==> config.mk <==
export PLATFORM = sky130hd
export DESIGN_NAME = fft_stage_sched
export DESIGN_NICKNAME = d
export VERILOG_FILES = /design/src/rtl/fft_stage_sched.sv
export SDC_FILE = /design/constraint.sdc
export NUM_CORES = 1
export LEC_CHECK = 0
export BUFFER_PORTS_ARGS = -buffer_cell sky130_fd_sc_hd__buf_2
export CORE_AREA = 2 2 112 114
export CTS_BUF_LIST = sky130_fd_sc_hd__clkbuf_4
export DETAILED_ROUTE_END_ITERATION = 12
export DIE_AREA = 0 0 114 116
export PLACE_DENSITY_LB_ADDON = 0.15
export SLEW_MARGIN = 10
export SYNTH_ARGS = -nofsm -noshare
export SYNTH_HDL_FRONTEND = slang
export SYNTH_SLANG_ARGS = --single-unit
==> constraint.sdc <==
create_clock -name clk_i -period 8.9 [get_ports clk_i]
set_input_delay 2.225 -clock clk_i [delete_from_list [all_inputs] [get_ports clk_i]]
set_output_delay 2.225 -clock clk_i [all_outputs]
set_load 0.1 [all_outputs]
==> src/rtl/fft_stage_sched.sv <==
// fft_stage_sched -- in-place radix-2 DIT FFT scheduler.
//
// Walks all LOG2N stages issuing one butterfly per cycle: a/b sample-memory
// read addresses plus a twiddle-ROM index. The returned samples are passed
// straight through to an external combinational butterfly, and its outputs
// are written back (registered) to the same two addresses two cycles after
// the read. Input samples are expected in bit-reversed order; the result
// ends up in natural order.
//
// Optional feature macro: FFT_SCHED_SCALE_EN
//   defined   : every written component is (x + 1) >>> 1, i.e. each stage
//               halves its output (1/N overall, no stage overflow).
//   undefined : write data is the butterfly output unmodified.
//   Control timing is the same in both builds.
//
// Ports (complex = [1:0][DATA_WIDTH-1:0], [0]=Re, [1]=Im)
//   clk_i, rst_i         clock (rising edge), asynchronous active-high reset
//   start_i              start request, only looked at in IDLE
//   busy_o, done_o       transform in progress / one-cycle completion pulse
//   stage_o              stage currently being read (0 in IDLE/DONE)
//   rd_en_o              read strobe for sample memory and twiddle ROM
//   rd_addr_a_o/_b_o     read addresses of the a/b samples
//   twid_idx_o           twiddle index k, W = exp(-j*2*pi*k/N)
//   rd_data_a_i/_b_i     memory data, valid one cycle after rd_en_o
//   bfly_a_o/_b_o        to the butterfly inputs (combinational)
//   bfly_a_i/_b_i        from the butterfly outputs
//   wr_en_o              write strobe for both memory ports
//   wr_addr_a_o/_b_o     write addresses (equal to the read two cycles earlier)
//   wr_data_a_o/_b_o     registered write data
module fft_stage_sched #(
  parameter  int N_POINTS   = 16,
  parameter  int DATA_WIDTH = 16,
  parameter  int FRAC_BITS  = 15,
  localparam int LOG2N      = $clog2(N_POINTS)
) (
  input  logic                         clk_i,
  input  logic                         rst_i,
  input  logic                         start_i,
  output logic                         busy_o,
  output logic                         done_o,
  output logic [LOG2N-1:0]             stage_o,
  output logic                         rd_en_o,
  output logic [LOG2N-1:0]             rd_addr_a_o,
  output logic [LOG2N-1:0]             rd_addr_b_o,
  output logic [LOG2N-2:0]             twid_idx_o,
  input  logic [1:0][DATA_WIDTH-1:0]   rd_data_a_i,
  input  logic [1:0][DATA_WIDTH-1:0]   rd_data_b_i,
  output logic [1:0][DATA_WIDTH-1:0]   bfly_a_o,
  output logic [1:0][DATA_WIDTH-1:0]   bfly_b_o,
  input  logic [1:0][DATA_WIDTH-1:0]   bfly_a_i,
  input  logic [1:0][DATA_WIDTH-1:0]   bfly_b_i,
  output logic                         wr_en_o,
  output logic [LOG2N-1:0]             wr_addr_a_o,
  output logic [LOG2N-1:0]             wr_addr_b_o,
  output logic [1:0][DATA_WIDTH-1:0]   wr_data_a_o,
  output logic [1:0][DATA_WIDTH-1:0]   wr_data_b_o
);

  localparam int HALF_N = N_POINTS / 2;
  localparam logic [LOG2N-2:0] J_LAST = (LOG2N-1)'(HALF_N - 1);
  localparam logic [LOG2N-1:0] S_LAST = LOG2N'(LOG2N - 1);

  // The twiddle format is Q2.FRAC_BITS and samples are Q(FRAC_BITS); a
  // fractional width that does not fit the sample word is a wiring error.
  if (FRAC_BITS >= DATA_WIDTH || N_POINTS < 4) begin : g_param_check
    $error("fft_stage_sched: unsupported N_POINTS/FRAC_BITS/DATA_WIDTH");
  end

  typedef enum logic [1:0] {IDLE, RUN, DRAIN, DONE} state_t;

  state_t                       state_reg;
  logic [LOG2N-2:0]             j_reg;
  logic                         drain_reg;
  // one-deep delay of the read strobe/addresses; the second stage is wr_*_o
  logic                         p1_en_reg;
  logic [LOG2N-1:0]             p1_addr_a_reg;
  logic [LOG2N-1:0]             p1_addr_b_reg;

  logic [LOG2N-2:0]             issue_j;
  logic [LOG2N-1:0]             issue_s;
  logic [LOG2N-1:0]             issue_a;
  logic [LOG2N-1:0]             issue_b;
  logic [LOG2N-2:0]             issue_tw;
  logic [1:0][DATA_WIDTH-1:0]   wr_next_a;
  logic [1:0][DATA_WIDTH-1:0]   wr_next_b;

  // a = ((j >> s) << (s+1)) | (j & (half-1)): insert a zero at bit s of j
  function automatic logic [LOG2N-1:0] addr_a(input logic [LOG2N-2:0] j,
                                              input logic [LOG2N-1:0] s);
    logic [LOG2N-1:0] jw;
    logic [LOG2N-1:0] half;
    logic [LOG2N-1:0] k;
    jw   = {1'b0, j};
    half = LOG2N'(1) << s;
    k    = jw & (half - LOG2N'(1));
    return ((jw >> s) << (s + 1'b1)) | k;
  endfunction

  function automatic logic [LOG2N-2:0] twid(input logic [LOG2N-2:0] j,
                                            input logic [LOG2N-1:0] s);
    logic [LOG2N-1:0] half;
    logic [LOG2N-1:0] k;
    logic [LOG2N-1:0] tw;
    half = LOG2N'(1) << s;
    k    = {1'b0, j} & (half - LOG2N'(1));
    tw   = k << (S_LAST - s);
    return tw[LOG2N-2:0];
  endfunction

  function automatic logic [DATA_WIDTH-1:0] scale(input logic [DATA_WIDTH-1:0] x);
`ifdef FFT_SCHED_SCALE_EN
    logic signed [DATA_WIDTH:0] w;
    // one extra bit so x + 1 cannot wrap before the halving
    w = $signed({x[DATA_WIDTH-1], x}) + $signed((DATA_WIDTH+1)'(1));
    w = w >>> 1;
    return w[DATA_WIDTH-1:0];
`else
    return x;
`endif
  endfunction

  // The butterfly that is issued next: the following j within RUN, j=0 of
  // the next stage out of DRAIN, or j=0 of stage 0 out of IDLE (stage_o is 0
  // there). Only consumed on the edges where a read is actually launched.
  assign issue_j  = (state_reg == RUN)   ? j_reg + 1'b1   : '0;
  assign issue_s  = (state_reg == DRAIN) ? stage_o + 1'b1 : stage_o;
  assign issue_a  = addr_a(issue_j, issue_s);
  assign issue_b  = issue_a + (LOG2N'(1) << issue_s);
  assign issue_tw = twid(issue_j, issue_s);

  // Butterfly feed is a pure pass-through, forced to zero while in reset.
  assign bfly_a_o = rst_i ? '0 : rd_data_a_i;
  assign bfly_b_o = rst_i ? '0 : rd_data_b_i;

  for (genvar gi = 0; gi < 2; gi++) begin : g_wr_data
    assign wr_next_a[gi] = scale(bfly_a_i[gi]);
    assign wr_next_b[gi] = scale(bfly_b_i[gi]);
  end

  always_ff @(posedge clk_i or posedge rst_i) begin
    if (rst_i) begin
      state_reg     <= IDLE;
      j_reg         <= '0;
      drain_reg     <= 1'b0;
      stage_o       <= '0;
      busy_o        <= 1'b0;
      done_o        <= 1'b0;
      rd_en_o       <= 1'b0;
      rd_addr_a_o   <= '0;
      rd_addr_b_o   <= '0;
      twid_idx_o    <= '0;
      p1_en_reg     <= 1'b0;
      p1_addr_a_reg <= '0;
      p1_addr_b_reg <= '0;
      wr_en_o       <= 1'b0;
      wr_addr_a_o   <= '0;
      wr_addr_b_o   <= '0;
      wr_data_a_o   <= '0;
      wr_data_b_o   <= '0;
    end else begin
      done_o <= 1'b0;

      case (state_reg)
        IDLE: begin
          if (start_i) begin
            state_reg   <= RUN;
            j_reg       <= '0;
            stage_o     <= '0;
            busy_o      <= 1'b1;
            rd_en_o     <= 1'b1;
            rd_addr_a_o <= issue_a;
            rd_addr_b_o <= issue_b;
            twid_idx_o  <= issue_tw;
          end
        end

        RUN: begin
          if (j_reg == J_LAST) begin
            state_reg   <= DRAIN;
            drain_reg   <= 1'b0;
            rd_en_o     <= 1'b0;
            rd_addr_a_o <= '0;
            rd_addr_b_o <= '0;
            twid_idx_o  <= '0;
          end else begin
            j_reg       <= issue_j;
            rd_addr_a_o <= issue_a;
            rd_addr_b_o <= issue_b;
            twid_idx_o  <= issue_tw;
          end
        end

        // Two idle read slots so the last write of this stage lands before
        // the first read of the next stage.
        DRAIN: begin
          if (!drain_reg) begin
            drain_reg <= 1'b1;
          end else if (stage_o == S_LAST) begin
            state_reg <= DONE;
            stage_o   <= '0;
            busy_o    <= 1'b0;
            done_o    <= 1'b1;
          end else begin
            state_reg   <= RUN;
            j_reg       <= '0;
            stage_o     <= issue_s;
            rd_en_o     <= 1'b1;
            rd_addr_a_o <= issue_a;
            rd_addr_b_o <= issue_b;
            twid_idx_o  <= issue_tw;
          end
        end

        DONE: begin
          state_reg <= IDLE;
        end

        default: begin
          state_reg <= IDLE;
        end
      endcase

      // Write-back pipeline: read at t, data at t+1, write at t+2.
      p1_en_reg     <= rd_en_o;
      p1_addr_a_reg <= rd_addr_a_o;
      p1_addr_b_reg <= rd_addr_b_o;
      wr_en_o       <= p1_en_reg;
      wr_addr_a_o   <= p1_en_reg ? p1_addr_a_reg : '0;
      wr_addr_b_o   <= p1_en_reg ? p1_addr_b_reg : '0;
      wr_data_a_o   <= p1_en_reg ? wr_next_a : '0;
      wr_data_b_o   <= p1_en_reg ? wr_next_b : '0;
    end
  end

endmodule

======== Word level (Yosys, flattened, before mapping) ========
Cells that the tools add are included.
storage, ports and cells
  register bits after elaboration ......... 106
  input port bits ......................... 131
  output and inout port bits .............. 155
  logic and storage cells ................. 103
operators by class
  add/sub/neg operators ................... 6
  equality and inequality tests ........... 11
  shift operators ......................... 4
  muxes and demuxes ....................... 49
  bitwise operators ....................... 2
  reductions and logical operators ........ 11
operator list
  cell                 count
  $mux 32              4
  $mux 4               14
  $mux 3               9
  $pmux 4 s3           2
  $pmux 3 s3           2
  $reduce_and 5->1     2
  $mux 1               9
  $add 4x1->4 const B  2
  $mux 2               4
  $ne 2x2->1 const B   4
  $pmux 2 s4           1
  $pmux 4 s2           1
  $reduce_and 4->1     2
  $reduce_and 3->1     2
  $add 4x4->4          1
  $and 3x4->4          1
  $eq 2x2->1 const B   2
  $eq 4x2->1 const B   1
  $ne 2x1->1 const B   2
  $or 4x4->4           1
  $pmux 1 s2           2
  $reduce_bool 2->1    2
  $shl 1x4->4 const A  1
  $shl 4x4->3          1
  11 further kinds     11

======== Logic depth before layout (Yosys ltp) ========
Gate-level depths: netlist (run 1).
  depth after elaboration ................. 10
  mapped depth ............................ 16
  depth with buffers taken out ............ 15

======== Worst setup path after synthesis (run 1) ========
No wires, ideal clock.
  kind .................................... in2out
  from .................................... in rst_i
  to ...................................... out bfly_a_o[10] (netlist name)
  arrival time ............................ 3.963 ns
  data required time ...................... 6.675 ns
  slack ................................... 2.712 ns
  stages .................................. 3
  buffers on the path ..................... 2
  cells stage by stage .................... clkbuf_1 -> clkbuf_1 -> nor2b_1
RTL lines
  item         RTL line  source
  from (decl)  37        input logic rst_i,
  to (decl)    48        output logic [1:0][DATA_WIDTH-1:0] bfly_a_o,

==> reports/summary.txt, run 1 <==
Status - completed
N_diodes - 0
Post-synth top area share - 0.5616
Setup Crit Path Kind - input pin to output pin
Pwr Density - 240.2 nW/um^2
Fraction of registers with async set/reset - 1.000
Routed vias/inst - 4.700
Total Neg Setup Slack - 0 ps
Die Wd - 114 um
Total power - 0.001533 W
Slew HR - 0.3084
Register area - 2653 um^2
Core box area - 11910 um^2
Post-route ant nets - 0
Share of cells above drive strength 1 - 0.4560
Fmax - 0.1749 GHz
Syn Nets - 568
DR WL/cell - 14.79 um
RePlAce Congestion - 0.8310
Drc violations - 0
CTS Buffer Depth - 2
Critical Path RT - 6680 ps
Area contributors post-synth - dfrtp_1, and2_1, nor2b_1
Regs by FF count - wr_data_a_o (32), wr_data_b_o (32)
RSZ-0062 raised after global routing - no
R2R Setup Slk - 4040 ps
Syn Std Cell Area - 4723 um^2
Unique masters post-synth - 60
HPWL after DPL - 9668 um
H-tree depth - 3
Total number of vias - 4000
FILL cells - 1084
CP endpoint kind - output pin
Worst r2r dst - rd_addr_b_o[3]
Final #Nets - 839
Worst-margin pin slew - 1037 ps
Fin crit share - 0.6424
Critical Path Source - rst_i
CP Data Arrival Time - 3490 ps
Fin cells - 851
Final setup vio count - 0
Count of hold-fix buffers inserted at cts - 0
GRT Util Overall - 0.1883
Biggest area consumer among synthesized cells - dfrtp_1
CTS root buffer - clkbuf_4
Max_cap viols - 0
Synth Register Bits - 106
Crit start category - input pin
Post-synth EDFFs - 0
I/O Pins - 286
CTS tree - yes
CP max FO - 65
DIE HEIGHT - 116 um
Drt pass-1 iters - 4
Max rail drop VDD - 0.1056 mV
CTS Buf Count - 9
WL final - 12590 um
Hold crit path type - flip-flop to flip-flop
First-pass GRT wire length - 19550 um
# rows - 40
Reg2Reg Depth - 15
Clock Skew - 15.72 ps
Max Slew Vio Count - 0
Most frequent CP cell - buf_2
1st-iter DRT viols - 214
Sequential area share after synthesis - 0.5616
CTS clk-pin slew, worst paths - 160 ps
Area Growth Syn to Fin - 35.10%
Multi-input logic area - 1922 um^2
Starting density of the core - 0.3965
Clock sinks - 106
Static Leakage - 3.326 nW
Final hold vios - 0
Clock Latency Late Sink - 450 ps
Worst Setup EP - bfly_a_o[8]
Vias in the first global route - 3919
Crit-path cells - buf_2 > nor2b_1 > buf_2
Die area - 13220 um^2
Peak per-stage delay on the critical path - 750 ps
Mean Syn Cell Area - 11.04 um^2
Syn. warnings - 0
Post-cts resize count - 0
Dpl cells - 835
Gr ovfl total - 0
Worst hold slack - 416.9 ps
Initial antenna violation count - 0
Synth Flop Type - dfrtp_1
Setup Buffers After CTS - 0
Post-layout minimum cycle time - 5718 ps
Largest net degree at the start of global routing - 85
Critical-path top delay cell - buf_2
Reg2reg start - stage_o[0]
I/O Buffers - 285
Cell count after synthesis - 428
[worst max-delay path: cells and delay by family]
family	cells	cell delay [ps]
and+or+nand+nor	1	150
buffers and inverters	2	1100
[logic make-up after synthesis]
kind of cell | Yosys count | share of synthesized area
simple gates | 209 | 0.2670
flops | 106 | 0.5616
compound gates | 57 | 0.08636
buf+inv | 35 | 0.03152
fa+ha+maj | 9 | 0.02543
xor+xnor | 8 | 0.01643
mux | 4 | 0.01166
[Yosys cell counts (all sizes together), types with 2 or more instances]
cell and number:
a21o 3, a21oi 4, a22o 7, a31oi 3, a32oi 2, and2 75, and3b 2, buf 5
clkbuf 22, dfrtp 106, ha 8, inv 8, mux2 2, mux2i 2, nand2 23, nand2b 2
nand3 4, nand3b 3, nor2 12, nor2b 67, nor3 3, nor4 4, o211ai 3, o21a 2
o21ai 20, o22a 3, or2 6, or2b 2, or3b 2, xnor2 6, xor2 2
[where the power goes]
part	switching (W)	internal (W)	leakage [nW]
logic	0.000576	0.000130	1.96
clock network	0.000160	0.0000930	0.0755
registers	0.0000316	0.000542	1.29
total	0.000767	0.000765	3.33
[per-stage QoR]
step                utilization  cell area, um^2  worst slack, ps
detailed placement       0.5232             6232             3176
global route             0.5357             6381             3006
floorplan                     -             4723             2712
CTS                      0.5357             6381             3176
finish                   0.5357             6381             3182
global placement         0.5232             6232             3220
[worst min path at each step]
stage	start	endpoint	slack (ps)	depth (start not counted)
floorplan	p1_en_reg	wr_en_o	350	0
global placement	rd_addr_a_o[2]	p1_addr_a_reg[2]	380	0
detailed placement	rd_addr_a_o[2]	p1_addr_a_reg[2]	390	0
CTS	rd_addr_a_o[1]	p1_addr_a_reg[1]	420	0
global route	rd_addr_a_o[1]	p1_addr_a_reg[1]	440	0
finish	rd_addr_a_o[1]	p1_addr_a_reg[1]	420	0
[cell usage in the layout, fill, tap and decap left out, types with 3 or more instances in the layout]
| master | netlist | routed |
|---|---|---|
| a31oi_1 | 3 | 3 |
| clkbuf_4 | 0 | 10 |
| ha_1 | 8 | 8 |
| nor2_1 | 12 | 12 |
| inv_1 | 7 | 6 |
| or2_2 | 4 | 4 |
| a22o_1 | 7 | 7 |
| o22a_1 | 3 | 3 |
| a21oi_1 | 4 | 4 |
| nand2_1 | 23 | 23 |
| nand3_1 | 4 | 4 |
| a21o_1 | 3 | 3 |
| nor2b_1 | 67 | 67 |
| buf_2 | 2 | 285 |
| xnor2_1 | 5 | 5 |
| nor4_1 | 4 | 4 |
| o211ai_1 | 3 | 3 |
| and2_1 | 75 | 75 |
| o21ai_0 | 18 | 18 |
| dfrtp_1 | 106 | 106 |
[cell type report]
class	instances	area share
clock buffers	10	0.01176
clock inverters	6	0.01157
inverters	8	0.005098
multi-input cells	287	0.3012
flip-flops and latches	106	0.4157
well taps	147	0.02882
repair buffers	287	0.2259
[metal layers]
layer  track usage  wire [um]
met1        0.2418       5499
met2        0.3135       5942
met3       0.04864        949
met4       0.06098        193
met5             0          0
(Power assumes the default switching activity.)
==> run 2: changes to the inputs <==
--- a/config.mk
+++ b/config.mk
@@ -6,10 +6,10 @@
 export NUM_CORES = 1
 export LEC_CHECK = 0
 export BUFFER_PORTS_ARGS = -buffer_cell sky130_fd_sc_hd__buf_2
-export CORE_AREA = 2 2 112 114
+export CORE_MARGIN = 2
+export CORE_UTILIZATION = 40
 export CTS_BUF_LIST = sky130_fd_sc_hd__clkbuf_4
 export DETAILED_ROUTE_END_ITERATION = 12
-export DIE_AREA = 0 0 114 116
 export PLACE_DENSITY_LB_ADDON = 0.15
 export SLEW_MARGIN = 10
 export SYNTH_ARGS = -nofsm -noshare
==> constraint.sdc (replaced) <==
create_clock -name clk_i -period 4.8 [get_ports clk_i]
set_input_delay 1.2 -clock clk_i [delete_from_list [all_inputs] [get_ports clk_i]]
set_output_delay 1.2 -clock clk_i [all_outputs]
set_load 0.1 [all_outputs]
==> reports/summary.txt, run 2 (synthesis results as in run 1) <==
Max_cap viols - 0 (unchanged)
# rows - 39 (-2.5%)
Final #Nets - 839 (unchanged)
Commonest non-fill, non-tap cell in the layout - buf_2
Fin crit share - 0.9559
Count of hold-fix buffers inserted at cts - 0 (unchanged)
1st-iter DRT viols - 228 (+6.5%)
Peak per-stage delay on the critical path - 600 ps (-150 ps)
CTS Buf Count - 9 (unchanged)
Crit-path cells - ha_1 > or3b_1 > o22a_1 > o22a_1 > or2_2 > ha_1 > nor2_1 > a21o_1 > ha_1 > a21o_1 > a21oi_1 > nor3_2 > a2111oi_4 > or4b_1 > nand3_1
Share of cells above drive strength 1 - 0.4566 (+0.0006486)
Total number of vias - 4082 (+2.1%)
Post-cts resize count - 0 (unchanged)
Max rail drop VDD - 0.2965 mV (+180%)
Most frequent CP cell - ha_1
Largest net degree at the start of global routing - 74 (-13%)
Post-layout minimum cycle time - 4588 ps
Commonest non-fill, non-tap cells in the layout - buf_2, dfrtp_1, and2_1
HPWL after DPL - 10820 um (+12%)
Final setup vio count - 0 (unchanged)
Slew HR - 0.2925 (-0.01587)
Total Neg Setup Slack - 0 ps (unchanged)
DIE HEIGHT - 112.7 um (-2.9%)
Finished Core Util - 0.5569 (+0.02119)
Critical Path RT - 5210 ps (-1470 ps)
CTS root buffer - clkbuf_4
Setup Crit Path Kind - flip-flop to flip-flop
Drt pass-1 iters - 4 (unchanged)
DR WL/cell - 16.33 um (+10%)
Hold crit path type - flip-flop to flip-flop
Static Leakage - 3.331 nW (+0.14%)
Post-route ant nets - 0 (unchanged)
Clock Latency Late Sink - 460 ps (about the same)
H-tree depth - 3 (unchanged)
Gr ovfl total - 0 (unchanged)
Worst-margin pin slew - 1061 ps (+23.80 ps)
Starting density of the core - 0.4119 (+0.01536)
I/O Buffers - 285 (unchanged)
Drc violations - 0 (unchanged)
CP max FO - 12 (-82%)
GRT Util Overall - 0.2173 (+0.02892)
Vias in the first global route - 4017 (+2.5%)
RSZ-0062 raised after global routing - no
I/O Pins - 286 (unchanged)
Total power - 0.002843 W (+85%)
Area Growth Syn to Fin - 35.21% (about the same)
Die area - 12690 um^2 (-4.0%)
CTS Buffer Depth - 2 (unchanged)
Dpl cells - 831 (-0.48%)
RePlAce Congestion - 0.8975 (+8.0%)
Crit start category - flip-flop
Clock sinks - 106 (unchanged)
Routed vias/inst - 4.819 (+2.5%)
Regs by FF count - wr_data_a_o (32), wr_data_b_o (32)
DP Area - 6241 um^2 (+0.14%)
CTS tree - yes
Status - completed
CP endpoint kind - flip-flop
Clock Skew - 13.05 ps (-2.666 ps)
Core box area - 11470 um^2 (-3.7%)
Fmax - 0.2179 GHz
Setup Buffers After CTS - 0 (unchanged)
CTS clk-pin slew, worst paths - 160 ps (about the same)
Critical-path top delay cell - dfrtp_1
Pwr Density - 445.2 nW/um^2 (+85%)
Final non-filler cell area - 6386 um^2 (about the same)
Initial antenna violation count - 4 (+4)
CP Data Arrival Time - 4990 ps (+1500 ps)
Fin cells - 847 (-0.47%)
Final hold vios - 0 (unchanged)
WL final - 13830 um (+9.9%)
First-pass GRT wire length - 21520 um (+10%)
Max Slew Vio Count - 0 (unchanged)
Die Wd - 112.7 um (-1.2%)
-- run 2: cell count changes in the layout (fill, tap and decap cells not counted), sizes merged --
cell	delta
clkinvlp	-1
clkbuf	-1
diode	+1
clkinv	+2
inv	-1
-- run 2: cell type report --
| type | count | area, um^2 |
|---|---|---|
| diodes | 1 | 2.502 |
| multi-input cells | 287 | 1922 |
| clock inverters | 6 | 75.07 |
| flip-flops and latches | 106 | 2654 |
| repair buffers | 287 | 1454 |
| fillers | 1032 | 5081 |
| clock buffers | 9 | 67.56 |
| inverters | 8 | 32.53 |
| well taps | 143 | 178.9 |
-- run 2: stage by stage --
step	hold slack, ps	setup WS, ps
floorplan	351.9	43.51
global placement	384.9	412.2
detailed placement	392.7	278.5
CTS	429.0	234.0
global route	427.4	22.09
finish	426.3	211.7
-- run 2: final timing paths --
path / from / to / slack [ps] / depth (start not counted)
max reg2reg: stage_o[1] / rd_addr_b_o[3] / 210 / 15
min in group asynchronous: rst_i / wr_addr_b_o[3] / 1400 / 2
max: stage_o[1] / rd_addr_b_o[3] / 210 / 15
max in group asynchronous: rst_i / wr_data_b_o[19] / 2700 / 3
min reg2reg: rd_addr_b_o[0] / p1_addr_b_reg[0] / 430 / 0
min: rd_addr_b_o[0] / p1_addr_b_reg[0] / 430 / 0
-- run 2: layer usage --
layer	up-vias	track usage	routed length, um
met4	6	0.05285	178
met2	180	0.3337	6244
met3	22	0.09125	1447
met5	-	0	40
met1	1931	0.2876	5920
li1	1943	-	-
-- run 2: critical path: cells and delay by family (launching register included) --
kind                       cells  cell delay, ps
DFF                            1             600
adders and majority gates      3             890
AOI/OAI and AO/OA              6            1510
and+or+nand+nor                6            1520
-- run 2: power breakdown --
part,internal (W),switching (W),leakage [nW],total [W]
combinational,0.000243,0.00107,1.97,0.00131
sequential,0.00100,0.0000598,1.29,0.00106
clock,0.000164,0.000305,0.0745,0.000469
total,0.00141,0.00143,3.33,0.00284
==> run 3: changes to the inputs <==
--- a/config.mk
+++ b/config.mk
@@ -11,6 +11,7 @@
 export CTS_BUF_LIST = sky130_fd_sc_hd__clkbuf_4
 export DETAILED_ROUTE_END_ITERATION = 12
 export PLACE_DENSITY_LB_ADDON = 0.15
+export REMOVE_ABC_BUFFERS = 1
 export SLEW_MARGIN = 10
 export SYNTH_ARGS = -nofsm -noshare
 export SYNTH_HDL_FRONTEND = slang
==> reports/summary.txt, run 3 (synthesis results as in run 1) <==
Finished Core Util - 0.5567 (about the same)
DR WL/cell - 17.24 um (+5.6%)
Clock Latency Late Sink - 460 ps (about the same)
Slew HR - 0.2868 (-0.005703)
Drt pass-1 iters - 4 (unchanged)
Total Neg Setup Slack - 0 ps (unchanged)
Hold Path Depth - 0 (unchanged)
CP max FO - 12 (unchanged)
Status - completed
Max rail drop VDD - 0.3352 mV (+13%)
1st-iter DRT viols - 245 (+7.5%)
Static Leakage - 3.328 nW (about the same)
Share of cells above drive strength 1 - 0.4588 (+0.002192)
Setup Crit Path Kind - flip-flop to flip-flop
Fin crit share - 0.9215 (-0.03438)
Routed vias/inst - 4.772 (-0.97%)
Post-layout minimum cycle time - 4423 ps (-165.0 ps)
R2R Setup Slk - 380 ps (+170 ps)
Final hold vios - 0 (unchanged)
H-tree depth - 3 (unchanged)
FILL cells - 1006 (-2.5%)
RSZ-0062 raised after global routing - no
Max Slew Vio Count - 0 (unchanged)
Core box area - 11470 um^2 (unchanged)
Gr ovfl total - 0 (unchanged)
Critical-path top delay cell - dfrtp_1
Clock sinks - 106 (unchanged)
CTS Buf Count - 9 (unchanged)
Count of hold-fix buffers inserted at cts - 0 (unchanged)
Commonest non-fill, non-tap cells in the layout - buf_2, dfrtp_1, and2_1
GRT Util Overall - 0.2285 (+0.01123)
Multi-input logic area - 1926 um^2 (+0.20%)
Most frequent CP cell - ha_1
Worst-margin pin slew - 1070 ps (+8.554 ps)
I/O Pins - 286 (unchanged)
Initial antenna violation count - 3 (-1)
HPWL after DPL - 11490 um (+6.2%)
CTS root buffer - clkbuf_4
CTS tree - yes
Critical Path RT - 5210 ps (about the same)
Total number of vias - 4047 (-0.86%)
Largest net degree at the start of global routing - 74 (unchanged)
Crit-path cells - ha_1 > or3b_1 > o22a_1 > o22a_1 > or2_2 > ha_1 > nor2_1 > a21o_1 > ha_1 > a21o_1 > a21oi_2 > nor3_2 > a2111oi_4 > or4b_1 > nand3_1
Pwr Density - 445.8 nW/um^2 (+0.13%)
# rows - 39 (unchanged)
Register area - 2654 um^2 (unchanged)
WL final - 14620 um (+5.7%)
I/O Buffers - 285 (unchanged)
Setup Buffers After CTS - 0 (unchanged)
CP Data Arrival Time - 4830 ps (-160 ps)
Regs by FF count - wr_data_a_o (32), wr_data_b_o (32)
Drc violations - 0 (unchanged)
CP endpoint kind - flip-flop
CTS clk-pin slew, worst paths - 160 ps (about the same)
Final #Nets - 840 (+0.12%)
Fmax - 0.2261 GHz (+3.7%)
Vias in the first global route - 4004 (-0.32%)
Hold crit path type - flip-flop to flip-flop
Starting density of the core - 0.4119 (unchanged)
Final non-filler cell area - 6384 um^2 (about the same)
RePlAce Congestion - 0.9318 (+3.8%)
First-pass GRT wire length - 22250 um (+3.4%)
Clock Skew - 18.94 ps (+5.884 ps)
Final setup vio count - 0 (unchanged)
Die Wd - 112.7 um (unchanged)
Peak per-stage delay on the critical path - 570 ps (-30 ps)
Crit start category - flip-flop
DP Area - 6236 um^2 (about the same)
Post-route ant nets - 0 (unchanged)
Die area - 12690 um^2 (unchanged)
Post-cts resize count - 0 (unchanged)
Reg2Reg Depth - 15 (unchanged)
Commonest non-fill, non-tap cell in the layout - buf_2
Area Growth Syn to Fin - 35.15% (about the same)
Max_cap viols - 0 (unchanged)
CTS Buffer Depth - 2 (unchanged)
DIE HEIGHT - 112.7 um (unchanged)
## run 3: path summary, 6_finish.rpt
kind,end,startpoint
min reg2reg,p1_addr_b_reg[0],rd_addr_b_o[0]
min in group asynchronous,wr_data_a_o[8],rst_i
min,p1_addr_b_reg[0],rd_addr_b_o[0]
max,rd_addr_b_o[3],stage_o[1]
max in group asynchronous,stage_o[3],rst_i
max reg2reg,rd_addr_b_o[3],stage_o[1]
## run 3: routing by layer
metal | part of all wire | up-vias | track usage
met4 | 0.0075 | 4 | 0.03496
li1 | - | 1947 | -
met5 | 0.0018 | - | 0
met3 | 0.12 | 15 | 0.1102
met1 | 0.45 | 1893 | 0.3219
met2 | 0.42 | 188 | 0.3281
## run 3: cell type report
cell class,count,share of cell area
diodes,1,0.0003920
clock buffers,9,0.01058
clock inverters,6,0.01156
inverters,8,0.005096
multi-input cells,287,0.3016
flip-flops and latches,106,0.4157
well taps,143,0.02803
repair buffers,288,0.2270
## run 3: power breakdown
part	internal, W	leakage (nW)	switching (W)
sequential	0.00101	1.29	0.0000635
clock	0.000162	0.0705	0.000299
combinational	0.000243	1.97	0.00107
total	0.00141	3.33	0.00144
## run 3: metrics by stage
| stage | hold slack [ps] | setup slack, ps | cells | total power, W |
|---|---|---|---|---|
| 6_report | 418.7 | 376.8 | 848 | 0.002846 |
| 5_1_grt | 430.3 | 100.3 | 847 | 0.002980 |
| 4_1_cts | 408.0 | 261.7 | 847 | 0.002870 |
| 3_5_place_dp | 381.7 | 264.6 | 832 | 0.002406 |
| 3_3_place_gp | 378.3 | 381.8 | 832 | 0.002397 |
| 2_1_floorplan | 433.7 | -98.27 | 401 | 0.002131 |
## run 3: critical path: cells and delay by family (launching register included)
family,cells,cell delay (ps)
adders and majority gates,3,870
and+or+nand+nor,6,1530
AOI/OAI and AO/OA,6,1400
DFF,1,570
